$ cat src/rtl/mul_ctrl.sv
// Sequencer around the external 32x32 unsigned array multiplier: converts signed
// operands to magnitudes, captures the product, restores the sign into HI/LO.
module mul_ctrl (
    input  logic        clk,
    input  logic        rst_n,
    input  logic        start,
    input  logic        sgn,
    input  logic [31:0] a,
    input  logic [31:0] b,
    input  logic        hi_we,
    input  logic        lo_we,
    input  logic [31:0] wdata,
    output logic [31:0] m_x,
    output logic [31:0] m_y,
    input  logic [63:0] m_f,
    output logic        busy,
    output logic        done,
    output logic [31:0] hi,
    output logic [31:0] lo
);

    typedef enum logic [1:0] {IDLE, MUL, CAP, FIX} state_t;

    state_t      state;
    state_t      state_nxt;
    logic        neg;
    logic [63:0] prod;

    // 0x80000000 maps to itself, which is already the correct unsigned magnitude.
    function automatic logic [31:0] mag32(input logic s, input logic signed [31:0] v);
        return (s && v[31]) ? 32'(-v) : v;
    endfunction

    function automatic logic [63:0] fix64(input logic n, input logic signed [63:0] p);
        return n ? 64'(-p) : p;
    endfunction

    always_ff @(posedge clk or negedge rst_n) begin
        if (!rst_n) state <= IDLE;
        else        state <= state_nxt;
    end

    always_comb begin
        state_nxt = state;
        case (state)
            IDLE:    if (start) state_nxt = MUL;
            MUL:     state_nxt = CAP;
            CAP:     state_nxt = FIX;
            FIX:     state_nxt = IDLE;
            default: state_nxt = IDLE;
        endcase
    end

    always_comb begin
        busy = (state != IDLE);
    end

    // Registers load on entry to a state, so prod is valid in CAP and HI/LO in FIX.
    always_ff @(posedge clk or negedge rst_n) begin
        if (!rst_n) begin
            m_x  <= '0;
            m_y  <= '0;
            neg  <= 1'b0;
            prod <= '0;
            hi   <= '0;
            lo   <= '0;
            done <= 1'b0;
        end else begin
            done <= 1'b0;
            case (state)
                IDLE: begin
                    if (hi_we) hi <= wdata;
                    if (lo_we) lo <= wdata;
                    if (start) begin
                        neg <= sgn & (a[31] ^ b[31]);
                        m_x <= mag32(sgn, a);
                        m_y <= mag32(sgn, b);
                    end
                end
                MUL: prod <= m_f;
                CAP: begin
                    {hi, lo} <= fix64(neg, prod);
                    done     <= 1'b1;
                end
                default: ;
            endcase
        end
    end

endmodule

$ cat config.mk
export PLATFORM = sky130hd
export DESIGN_NAME = mul_ctrl
export DESIGN_NICKNAME = d
export VERILOG_FILES = /design/src/rtl/mul_ctrl.sv
export SDC_FILE = /design/constraint.sdc
export NUM_CORES = 1
export LEC_CHECK = 0
export BUFFER_PORTS_ARGS = -buffer_cell sky130_fd_sc_hd__buf_2
export CORE_MARGIN = 2
export CORE_UTILIZATION = 53
export DETAILED_ROUTE_END_ITERATION = 6
export PLACE_DENSITY = 0.8
export SLEW_MARGIN = 40
export SYNTH_ARGS = -nofsm -noshare
export SYNTH_HDL_FRONTEND = slang
export SYNTH_SLANG_ARGS = --single-unit
$ cat constraint.sdc
create_clock -name clk -period 3.5 [get_ports clk]
set_input_delay 0.175 -clock clk [delete_from_list [all_inputs] [get_ports clk]]
set_output_delay 0.175 -clock clk [all_outputs]
set_load 0.02 [all_outputs]
# Word-level counts from Yosys, hierarchy flattened
# Index checks and enable logic that the tools add are counted.
# Widths: inputs -> output; s select.
[totals]
register_bits = 196
inputBits = 166
out_inout_bits = 130
wordCells = 37
[op_classes]
add_sub_neg = 3
eq_ne = 6
mux = 10
n_bitwise = 2
reduce_logical = 8
[op_table]
columns = ["cell", "n"]
rows = [
  ["$mux 32", 4],
  ["$pmux 32 s2", 2],
  ["$mux 64", 1],
  ["$neg 32->32", 2],
  ["$neg 64->64", 1],
  ["$pmux 2 s4", 1],
  ["$ne 2x2->1 const B", 3],
  ["$reduce_and 2->1", 3],
  ["$eq 2x2->1 const B", 2],
  ["$reduce_bool 2->1", 2],
  ["$eq 2x1->1 const B", 1],
  ["$logic_and 1x1->1", 2],
  ["$logic_not 2->1", 1],
  ["$mux 2", 1],
  ["$and 1x1->1", 1],
  ["$mux 1", 1],
  ["$xor 1x1->1", 1],
]

# Depth between registers and ports, before layout
# Gate-level depths: netlist of run 1.
[logic_depth]
ltp_word = 3
depth_mapped = 10
ltp_nobuf = 8

# Worst setup path after synthesis of run 1
# Ideal clock, no wire load.
[synth_timing]
path_type = "reg-to-reg"
start = "register prod[10]"
end = "register hi[28]"
setup_time_ns = 0.130
arrival_time_ns = 2.626
t_required_ns = 3.370
slack_ns = 0.744
stages_incl_launch_ff = 9
path_buffers = 2
period_less_slack_ns = 2.756
path_cell_list = "dfrtp_1 > or4_4 > or4_1 > buf_2 > or4_4 > buf_6 > o41ai_4 > xor2_1 > o21ai_1"
[synth_between]
elab_chain_len = 3
[synth_lines]
columns = ["element", "line_no", "source"]
rows = [
  ["start, declared", "27", "logic [63:0] prod;"],
  ["start signal, assigned", "80", "MUL: prod <= m_f;"],
  ["$neg 64->64", "35", "return n ? 64'(-p) : p;"],
  ["$mux 64", "35", ""],
  ["$pmux 32 s2", "70", "case (state)"],
  ["end signal, assigned", "72", "if (hi_we) hi <= wdata;"],
  ["end signal, assigned", "82", "{hi, lo} <= fix64(neg, prod);"],
  ["end, declared", "18", "output logic [31:0] hi,"],
]
# Every way passes these cells.
# A chain may end at the register's enable or synchronous reset.

# Worst setup path after layout of run 1
[layout_timing]
start = "register prod[22]"
end = "register hi[31]"
# The elaborated chain is that of the path after synthesis.

==> implementation parameters, run 1 <==
Parameter                              Value

Flow run
  Max-cap check violation count    0

Clock tree
  Cts hold-fix bufs    52
  Maximum clock path buffer count    2
  Post-CTS setup buffer count    0
  Post-CTS resize count    0
  Clock net sink count    ~200
  TritonCTS clock tree    yes
  TritonCTS buffer count    17
  CTS root buf    clkbuf_16
  CTS clk-pin slew, worst paths    approximately 0.070 ns
  Insertion delay to the later sink of the worst-skew pair    around 0.44 ns
  Depth of the CTS H-tree    4

Detailed routing
  Length of routed met2 wiring    approximately 15 mm
  DRC marker count from the first detailed-route iteration    slightly below 600
  Final Routed Wirelength    between 30 and 40 mm
  Via total after detailed routing    approximately 9600
  Number of antenna-violating nets in the routed design    0
  WL per Instance    19.0 um
  Drt drc    0
  DR vias/cell    5.76
  Count of TritonRoute iterations in the first routing pass    5
  Uppermost layer routed    met5
  Routed met1 length    between 10 and 15 mm
  Routed met3 length    3.25 mm

Layout
  End-of-flow core utilization    between 60% and 70%
  Number of filler cells placed in the layout    1512
  Leading cell types in the layout, fill and taps excluded    buf_2 (294), dfrtp_1 (195), o21ai_0 (143)
  Leading cell type in the layout, fill and taps excluded    buf_2
  Post-synthesis to final-layout area growth    27.2%
  Layout cells sized above 1    between 30% and 40%
  Final net count    around 1600

STA
  Fin Clk Skew    0.0129 ns
  Upper clock frequency limit    around 310 MHz
  Worst Max-Slew Pin Slew    0.815 ns
  Max transition margin    between 40% and 50%
  Setup violators final    0
  Min Clock Period, post-route    approximately 3.2 ns
  Number of max-slew violations in the final report    0
  Final-layout setup total negative slack    0 ns
  Number of hold-slack violations in the final timing report    0
  Final critical-path share of the clock period    about nine tenths
  Unrepaired setup endpoints after global routing    false

Synth
  Register bit count reported by yosys    between 150 and 200
  Gate count after technology mapping    between 1000 and 1500
  Total number of yosys warnings    0
  Adder and majority cell fraction of the synthesized area    less than 1%
  Number of synthesized flops with an enable pin    0
  Combinational family with the most area after synthesis    simple AND/OR/NAND/NOR gates
  Fraction of the mapped netlist area in simple logic gates    between 10% and 20%
  Sequential share of the synthesized area    around 47%
  Share of synthesized area spent on multiplexers    ~8.4%
  XOR/XNOR Fraction of Synth Area    9.63%
  Number of distinct standard cells referenced by the synthesized netlist    48
  Number of nets in the synthesized netlist    roughly 1200
  Commonest register cell after synthesis    dfrtp_1
  Mapped Avg Cell Area    9.76 um2
  Complex-gate fraction of the synthesized area    between 10% and 20%
  Share of async-settable or async-resettable flops after synthesis    between 90% and 100%
  Cell area after synthesis    between 10000 and 15000 um2

Floorplan
  Number of cell rows    about 50
  Die Area    around 21000 um2
  Die height    approximately 140 um
  Ports placed on the boundary    between 200 and 300
  Die width    144 um
  Initial Utilization    53.9%
  Placeable Area    just under 20000 um2

Pwr
  Worst supply voltage drop on vdd    between 0.6 and 0.7 mV
  Pwr Total    approximately 12000 uW
  Power density of the placed cells    about 900 nW/um2
  Leakage    about 0.006 uW

Worst setup path
  Data arrival time of the critical path    3.50 ns
  Cell class contributing the biggest share of worst-path delay    simple AND/OR/NAND/NOR gates
  Critical path required time    between 3 and 4 ns
  Crit path buffers/inverters    0
  Cell breakdown of the critical path    or4_1 > nor4_1 > nand4_1 > nor3_1 > a211o_1 > nand3_1
  Critical-path cell with the highest stage delay    or4_1
  Worst setup SP type    register
  CP max FO    10
  Slowest stage delay, CP    ~0.63 ns
  Worst Path Class, Setup    register to register
  Endpoint type of the worst setup path    register

Placement
  Port bufs    295
  Global placement routability congestion    ~0.95
  HPWL reported at the end of detailed placement    around 24 mm

Outcome
  Outcome    finished clean

Min path
  Worst min-delay path category    primary input to register

Global routing
  Wire length of the first global-routing pass    a little under 50 mm
  Maximum number of pins on one net before global-route repair    between 100 and 150
  Global-route total usage across every layer    between 30% and 40%
  Number of antenna violations at the first check in global routing    4
  Global route overflow    0
  Number of global-route vias before repair    roughly 9000
==> sequential cells by signal, summed over array words and instances (netlist names) <==
register  count
neg           1
m_y          32
hi           32
done          1
m_x          32
prod         64
state         2
lo           32
==> per-stage QoR <==
stage          hold slack [ns]  setup WS (ns)  area [um2]  cells
2_1_floorplan           -0.121          0.744       10500   1072
3_3_place_gp             0.259          0.470       12200   1579
3_5_place_dp             0.256          0.419       12200   1579
4_1_cts                0.00266          0.362       13300   1663
5_1_grt                0.00141          0.217       13300   1668
6_report               0.00815          0.310       13300   1668
==> final cells by class <==
class	count	area (um2)	share of cell area, %
Multi-Input combinational cell	794	5290	39.7
Sequential cell	196	4910	36.9
Timing Repair Buffer	362	2140	16.0
Clock buffer	19	443	3.33
Tap cell	265	332	2.49
Clock inverter	13	138	1.03
Inverter	16	60.1	0.451
Antenna cell	3	7.51	0.0564
==> routing by layer <==
layer	up-vias	global-route usage, %
met2	490	50.3
met1	4546	37.8
li1	4487	-
met3	78	8.61
met4	2	13.7
met5	-	0
==> path summary, 6_finish.rpt <==
check,start,to,slack (ns),depth (start not counted)
setup / recovery,prod[22],hi[31],0.31,6
hold / removal,m_f[31],prod[31],0.008,2
setup reg to reg,prod[22],hi[31],0.31,6
hold reg to reg,m_y[28],m_y[28],0.47,2
max in group asynchronous,rst_n,neg,2.10,3
min in group asynchronous,rst_n,prod[61],0.31,2
==> kinds of logic after synthesis <==
kind of cell	count (synthesis)
xor+xnor	115
fa+ha+maj	6
compound gates	274
flops	196
buf+inv	82
simple gates	319
mux	80
==> cell usage after synthesis (4+ instances only) <==
library cell	n	share of area (%)
o31ai_1	30	2.2
o21ai_1	4	0.19
o41ai_1	12	1.0
nand4_1	8	0.48
nand3_1	7	0.33
a31oi_1	7	0.42
o221ai_1	7	0.59
and2_1	5	0.30
xor2_1	59	4.9
a221oi_1	4	0.33
mux2i_1	17	1.6
clkbuf_1	59	2.1
nor2_1	41	1.5
or3_1	22	1.3
dfrtp_1	196	47
ha_1	6	0.72
xnor2_1	56	4.7
mux2_2	63	6.8
nor3_1	15	0.72
nand2_1	128	4.6
nand2b_1	11	0.66
nor3b_1	23	1.7
a21oi_1	50	2.4
or4_1	25	1.8
inv_1	16	0.57
buf_1	5	0.18
nor4_1	15	0.90
o21ai_0	143	6.8
a211oi_1	4	0.29
==> power breakdown <==
group / internal [uW] / switching (uW)
logic: 2200 / 3390
registers: 3380 / 1020
clock network: 1030 / 923
total: 6610 / 5330
Power figures use the tool's default switching activity.
==> run 2: changes to the inputs <==
- CORE_MARGIN: 2 -> 1.5
==> run 2 against run 1 <==
Sequential share of layout area is 0.16 points lower. Sequential power hardly changed. Combinational power is 0.9% higher. Clock power is 6% higher. Cell area is 0.44% higher. Global-route usage is 0.71 points higher. Die area is 1.4% lower. Register-to-register slack hardly changed. Flip-flop and latch count stayed put. Routed wire length is 1.8% higher. Critical path type unchanged. Highest routed layer unchanged.
==> implementation parameters, run 2 (synthesis gave the netlist of run 1 again) <==
Parameter                              Value

STA
  Setup violators final    0 (unchanged)
  Upper clock frequency limit    315 MHz (+0.45%)
  Hold slack final    0.0105 ns (+0.00234 ns)
  Worst Max-Slew Pin Slew    0.854 ns (+0.0385 ns)
  Final critical-path share of the clock period    90.7% (-0.41 points)
  Number of max-slew violations in the final report    0 (unchanged)
  Min Clock Period, post-route    3.18 ns (-0.0144 ns)
  Fin Clk Skew    0.0156 ns (+0.00269 ns)
  Unrepaired setup endpoints after global routing    false
  Number of hold-slack violations in the final timing report    0 (unchanged)
  Final-layout setup total negative slack    0 ns (unchanged)
  Max transition margin    42.9% (-2.2 points)

Floorplan
  Die Area    20600 um2 (-1.4%)
  Die width    143 um (-0.69%)
  Number of cell rows    51 (unchanged)
  Ports placed on the boundary    296 (unchanged)
  Initial Utilization    53.9% (unchanged)
  Placeable Area    19400 um2 (unchanged)
  Die height    143 um (-0.69%)

Layout
  Register area    4910 um2 (unchanged)
  End-of-flow core utilization    68.9% (+0.30 points)
  Register name with the most flops    prod
  Number of filler cells placed in the layout    1532 (+1.3%)
  Max FFs per register    64 (unchanged)
  Leading cell types in the layout, fill and taps excluded    buf_2 (294), dfrtp_1 (195), o21ai_0 (143)
  Leading cell type in the layout, fill and taps excluded    buf_2
  Footprint of the multi-input gates    5290 um2 (about the same)
  Layout cells sized above 1    30.2% (+0.19 points)
  Final net count    1557 (-0.13%)
  Post-synthesis to final-layout area growth    27.8%

Placement
  Global placement routability congestion    0.920 (-3.0%)
  HPWL reported at the end of detailed placement    23.8 mm (+0.91%)
  Port bufs    295 (unchanged)

Worst setup path
  Data arrival time of the critical path    3.48 ns (-0.02 ns)
  Setup crit start    prod[22]
  Slowest stage delay, CP    0.61 ns (-0.02 ns)
  Reg-to-reg startpoint    prod[22]
  Endpoint type of the worst setup path    register
  Critical path required time    3.81 ns (about the same)
  Worst setup SP type    register
  Worst Path Class, Setup    register to register
  Cell breakdown of the critical path    or4_1 > nor4_1 > nand4_1 > nor3_1 > a211o_1 > nand3_1
  CP max FO    10 (unchanged)
  Critical-path cell with the highest stage delay    or4_1

Clock tree
  CTS clk-pin slew, worst paths    0.07 ns (about the same)
  CTS root buf    clkbuf_16
  Clock net sink count    196 (unchanged)
  Post-CTS resize count    0 (unchanged)
  TritonCTS clock tree    yes
  Maximum clock path buffer count    2 (unchanged)
  Depth of the CTS H-tree    4 (unchanged)
  TritonCTS buffer count    17 (unchanged)
  Insertion delay to the later sink of the worst-skew pair    0.44 ns (about the same)

Pwr
  Cell internal pwr    6710 uW (+1.5%)
  Worst supply voltage drop on vdd    0.525 mV (-14%)
  Leakage    0.00592 uW (+0.72%)
  Share of power burned in registers    36.4% (-0.5 points)
  Clock Power Share    17.0% (+0.7 points)
  Pwr Total    12100 uW (+1.4%)
  Switching power total    5390 uW (+1.3%)
  Combinational group share of total power    46.6% (-0.2 points)
  Net Sw Frac    44.6% (-0.051 points)
  Power density of the placed cells    905 nW/um2 (+0.96%)

Min path
  Source of the worst hold timing path    m_f[38]
  Worst min-delay path category    primary input to register

Global routing
  Number of antenna violations at the first check in global routing    3 (-1)
  Global-route total usage across every layer    31.4% (+0.71 points)
  Number of global-route vias before repair    9312 (+2.1%)
  Wire length of the first global-routing pass    49.2 mm (+0.68%)
  Global route overflow    0 (unchanged)
  Maximum number of pins on one net before global-route repair    130 (unchanged)

Detailed routing
  WL per Instance    19.4 um (+2.0%)
  Number of antenna-violating nets in the routed design    0 (unchanged)
  Via total after detailed routing    9678 (+0.78%)
  Count of TritonRoute iterations in the first routing pass    7 (+2)
  DR vias/cell    5.81 (+0.96%)
  Drt drc    0 (unchanged)
  Final Routed Wirelength    32.3 mm (+1.8%)
  DRC marker count from the first detailed-route iteration    671 (+15%)

Outcome
  Outcome    finished clean

Flow run
  Max-cap check violation count    0 (unchanged)
## run 2: power by group through the flow
stage / Combinational [uW] / Clock (uW) / Sequential [uW]
floorplan: 2960 / 0 / 4960
global placement: 5400 / 0 / 4310
detailed placement: 5530 / 0 / 4370
CTS: 5610 / 2090 / 4350
global route: 6150 / 2170 / 4520
finish: 5640 / 2060 / 4400
## run 2: layer usage
layer	share of wire (%)	wire length, um	up-vias	GRT usage, %
met1	39	12500	4633	37.8
met5	0.034	11	-	0
met3	9.2	2960	80	8.66
li1	-	-	4477	-
met2	48	15400	486	52.5
met4	4.1	1330	2	14.1
## run 2: cell type report
type | count | share of cell area (%)
Antenna cell | 2 | 0.0374
Clock buffer | 17 | 3.18
Clock inverter | 15 | 1.39
Inverter | 16 | 0.449
Multi-Input combinational cell | 794 | 39.6
Sequential cell | 196 | 36.7
Tap cell | 265 | 2.48
Timing Repair Buffer | 360 | 16.2
## run 2: per-stage QoR
| step | std cells | setup slack, ns | cell area (um2) |
|---|---|---|---|
| detailed placement | 1580 | 0.476 | 12200 |
| global route | 1665 | 0.266 | 13400 |
| floorplan | 1072 | 0.744 | 10500 |
| CTS | 1660 | 0.455 | 13300 |
| global placement | 1580 | 0.570 | 12200 |
| finish | 1665 | 0.325 | 13400 |
## run 2: critical path, delay by kind of cell, from the launching register on
kind	cells	cell delay, ns
and+or+nand+nor	5	2.42
DFF	1	0.42
AOI/OAI and AO/OA	1	0.21
## run 2: path summary, 6_finish.rpt
| check | to | slack [ns] | cells after the start |
|---|---|---|---|
| setup / recovery | hi[29] | 0.32 | 6 |
| max in group asynchronous | m_x[3] | 2.40 | 3 |
| min in group asynchronous | prod[61] | 0.35 | 2 |
| setup reg to reg | hi[29] | 0.32 | 6 |
| hold / removal | prod[38] | 0.01 | 2 |
| hold reg to reg | lo[19] | 0.48 | 2 |
## run 2: what timing repair did
action / in CTS / in global routing
endpoints found under the setup margin: 0 / 0
buffers inserted: 0 / 0
endpoints found under the hold margin: 160 / 3
hold buffers: 48 / 3
==> run 3: changes to the inputs <==
- SETUP_SLACK_MARGIN: not set -> 0.5
==> run 3 against run 2 <==
Final cell count is 0.18% higher. Sequential share of layout area decreased by 0.11 points. First-iteration DRC count decreased by 12%. Critical path depth stayed put. Power rose by 0.18%. Combinational power about the same. Die area stayed put. Global-route usage is 0.11 points higher. Register-to-register slack improved by 0.22 ns. Sequential power barely moved. Largest power group unchanged.
==> implementation parameters, run 3 (synthesis gave the netlist of run 1 again) <==
Parameter                              Value

Layout
  Register name with the most flops    prod
  Number of filler cells placed in the layout    1532 (unchanged)
  Leading cell types in the layout, fill and taps excluded    buf_2 (294), dfrtp_1 (195), o21ai_0 (142)
  Max FFs per register    64 (unchanged)
  Final net count    1560 (+0.19%)
  Footprint of the multi-input gates    5300 um2 (+0.24%)
  Leading cell type in the layout, fill and taps excluded    buf_2
  Register area    4910 um2 (unchanged)
  End-of-flow core utilization    69.1% (+0.21 points)
  Post-synthesis to final-layout area growth    28.2%
  Layout cells sized above 1    30.3% (+0.15 points)

Global routing
  Number of antenna violations at the first check in global routing    3 (unchanged)
  Number of global-route vias before repair    9310 (-0.021%)
  Wire length of the first global-routing pass    49.4 mm (+0.36%)
  Global-route total usage across every layer    31.5% (+0.11 points)
  Maximum number of pins on one net before global-route repair    130 (unchanged)
  Global route overflow    0 (unchanged)

Detailed routing
  Number of antenna-violating nets in the routed design    0 (unchanged)
  Count of TritonRoute iterations in the first routing pass    5 (-2)
  WL per Instance    19.4 um (+0.27%)
  Via total after detailed routing    9730 (+0.54%)
  DR vias/cell    5.83 (+0.36%)
  Final Routed Wirelength    32.4 mm (+0.46%)
  DRC marker count from the first detailed-route iteration    590 (-12%)
  Drt drc    0 (unchanged)

Clock tree
  TritonCTS buffer count    17 (unchanged)
  Depth of the CTS H-tree    4 (unchanged)
  Insertion delay to the later sink of the worst-skew pair    0.44 ns (about the same)
  Maximum clock path buffer count    2 (unchanged)
  TritonCTS clock tree    yes
  CTS clk-pin slew, worst paths    0.08 ns (about the same)
  Clock net sink count    196 (unchanged)
  CTS root buf    clkbuf_16

Worst setup path
  Slowest stage delay, CP    0.62 ns (about the same)
  Critical-path cell with the highest stage delay    or4_4
  Worst setup SP type    register
  Data arrival time of the critical path    3.28 ns (-0.20 ns)
  Critical path required time    3.83 ns (+0.02 ns)
  Endpoint type of the worst setup path    register
  Cell breakdown of the critical path    or4_1 > or4_1 > or4_4 > o41ai_2 > xor2_1 > a221oi_1
  CP max FO    11 (+1)
  Worst Path Class, Setup    register to register
  Crit path top cell by count    or4_1

STA
  Upper clock frequency limit    339 MHz (+7.6%)
  Final critical-path share of the clock period    84.3% (-6.4 points)
  Max transition margin    43.1% (+0.13 points)
  Worst Max-Slew Pin Slew    0.852 ns (-0.00195 ns)
  Setup violators final    0 (unchanged)
  Final-layout setup total negative slack    0 ns (unchanged)
  Unrepaired setup endpoints after global routing    true
  Number of max-slew violations in the final report    0 (unchanged)
  Number of hold-slack violations in the final timing report    0 (unchanged)
  Fin Clk Skew    0.0169 ns (+0.00138 ns)
  Min Clock Period, post-route    2.95 ns (-0.224 ns)

Pwr
  Leakage    0.00594 uW (+0.26%)
  Power density of the placed cells    904 nW/um2 (-0.12%)
  Worst supply voltage drop on vdd    0.526 mV (+0.18%)

Floorplan
  Number of cell rows    51 (unchanged)
  Placeable Area    19400 um2 (unchanged)
  Ports placed on the boundary    296 (unchanged)
  Initial Utilization    53.9% (unchanged)
  Die Area    20600 um2 (unchanged)
  Die height    143 um (unchanged)
  Die width    143 um (unchanged)

Placement
  HPWL reported at the end of detailed placement    23.8 mm (unchanged)
  Global placement routability congestion    0.920 (unchanged)
  Port bufs    295 (unchanged)

Flow run
  Max-cap check violation count    0 (unchanged)

Min path
  Worst min-delay path category    primary input to register

Outcome
  Outcome    finished clean
## run 3: cell count changes in the layout (fill, tap and decap cells not counted)
| cell | delta |
|---|---|
| buf_4 | +1 |
| dlygate4sd3_1 | +2 |
| or3_4 | +1 |
| o41ai_1 | -1 |
| o41ai_2 | +1 |
| o21ai_1 | +1 |
| or3_1 | -1 |
| o21ai_0 | -1 |
## run 3: layer usage
| metal | vias to the layer above | share of wire [%] | GRT usage, % |
|---|---|---|---|
| met1 | 4645 | 39 | 38.0 |
| met2 | 505 | 47 | 52.4 |
| met3 | 91 | 9.1 | 8.73 |
| li1 | 4487 | - | - |
| met5 | - | 0.034 | 0 |
| met4 | 2 | 4.6 | 14.6 |
## run 3: area by class of cell
| cell class | count | area share (%) |
|---|---|---|
| Clock inverter | 15 | 1.39 |
| Tap cell | 265 | 2.47 |
| Sequential cell | 196 | 36.6 |
| Inverter | 16 | 0.448 |
| Timing Repair Buffer | 363 | 16.3 |
| Antenna cell | 2 | 0.0373 |
| Clock buffer | 17 | 3.17 |
| Multi-Input combinational cell | 794 | 39.6 |
## run 3: worst paths after layout
check / from / endpoint / slack, ns / depth (start not counted)
worst max-delay path: prod[34] / hi[20] / 0.55 / 6
worst min-delay path: m_f[38] / prod[38] / 0.009 / 2
worst max register to register: prod[34] / hi[20] / 0.55 / 6
worst min register to register: lo[19] / lo[19] / 0.48 / 2
max in group asynchronous: rst_n / m_x[3] / 2.40 / 3
min in group asynchronous: rst_n / prod[61] / 0.35 / 2
## run 3: metrics by stage
stage	power [uW]	hold slack, ns	cells	area, um2	setup WS (ns)
6_report	12100	0.00877	1668	13400	0.548
2_1_floorplan	7920	-0.121	1072	10500	0.744
4_1_cts	12000	0.000539	1661	13300	0.542
5_1_grt	12900	0.0000609	1668	13400	0.506
3_5_place_dp	9910	0.214	1580	12200	0.476
3_3_place_gp	9710	0.377	1580	12200	0.570
## run 3: critical path, delay by kind of cell (launching register included)
kind            cells  cell delay [ns]
xor+xnor            1             0.13
flops               1             0.42
simple gates        3             1.72
compound gates      2             0.58
## run 3: what timing repair did
item                                   in CTS  in global routing
pin swaps                                   1                  0
endpoints found under the hold margin     160                  5
setup endpoints to repair                   2                  2
buffers inserted                            1                  0
resized for setup                           0                  3
gates cloned                                0                  0
hold buffers                               48                  5
## run 3: power breakdown
| part | internal [uW] | total, uW | leakage [uW] | switching, uW |
|---|---|---|---|---|
| Clock | 1090 | 2060 | 0.000303 | 967 |
| Combinational | 2240 | 5660 | 0.00324 | 3420 |
| Sequential | 3380 | 4410 | 0.00240 | 1030 |
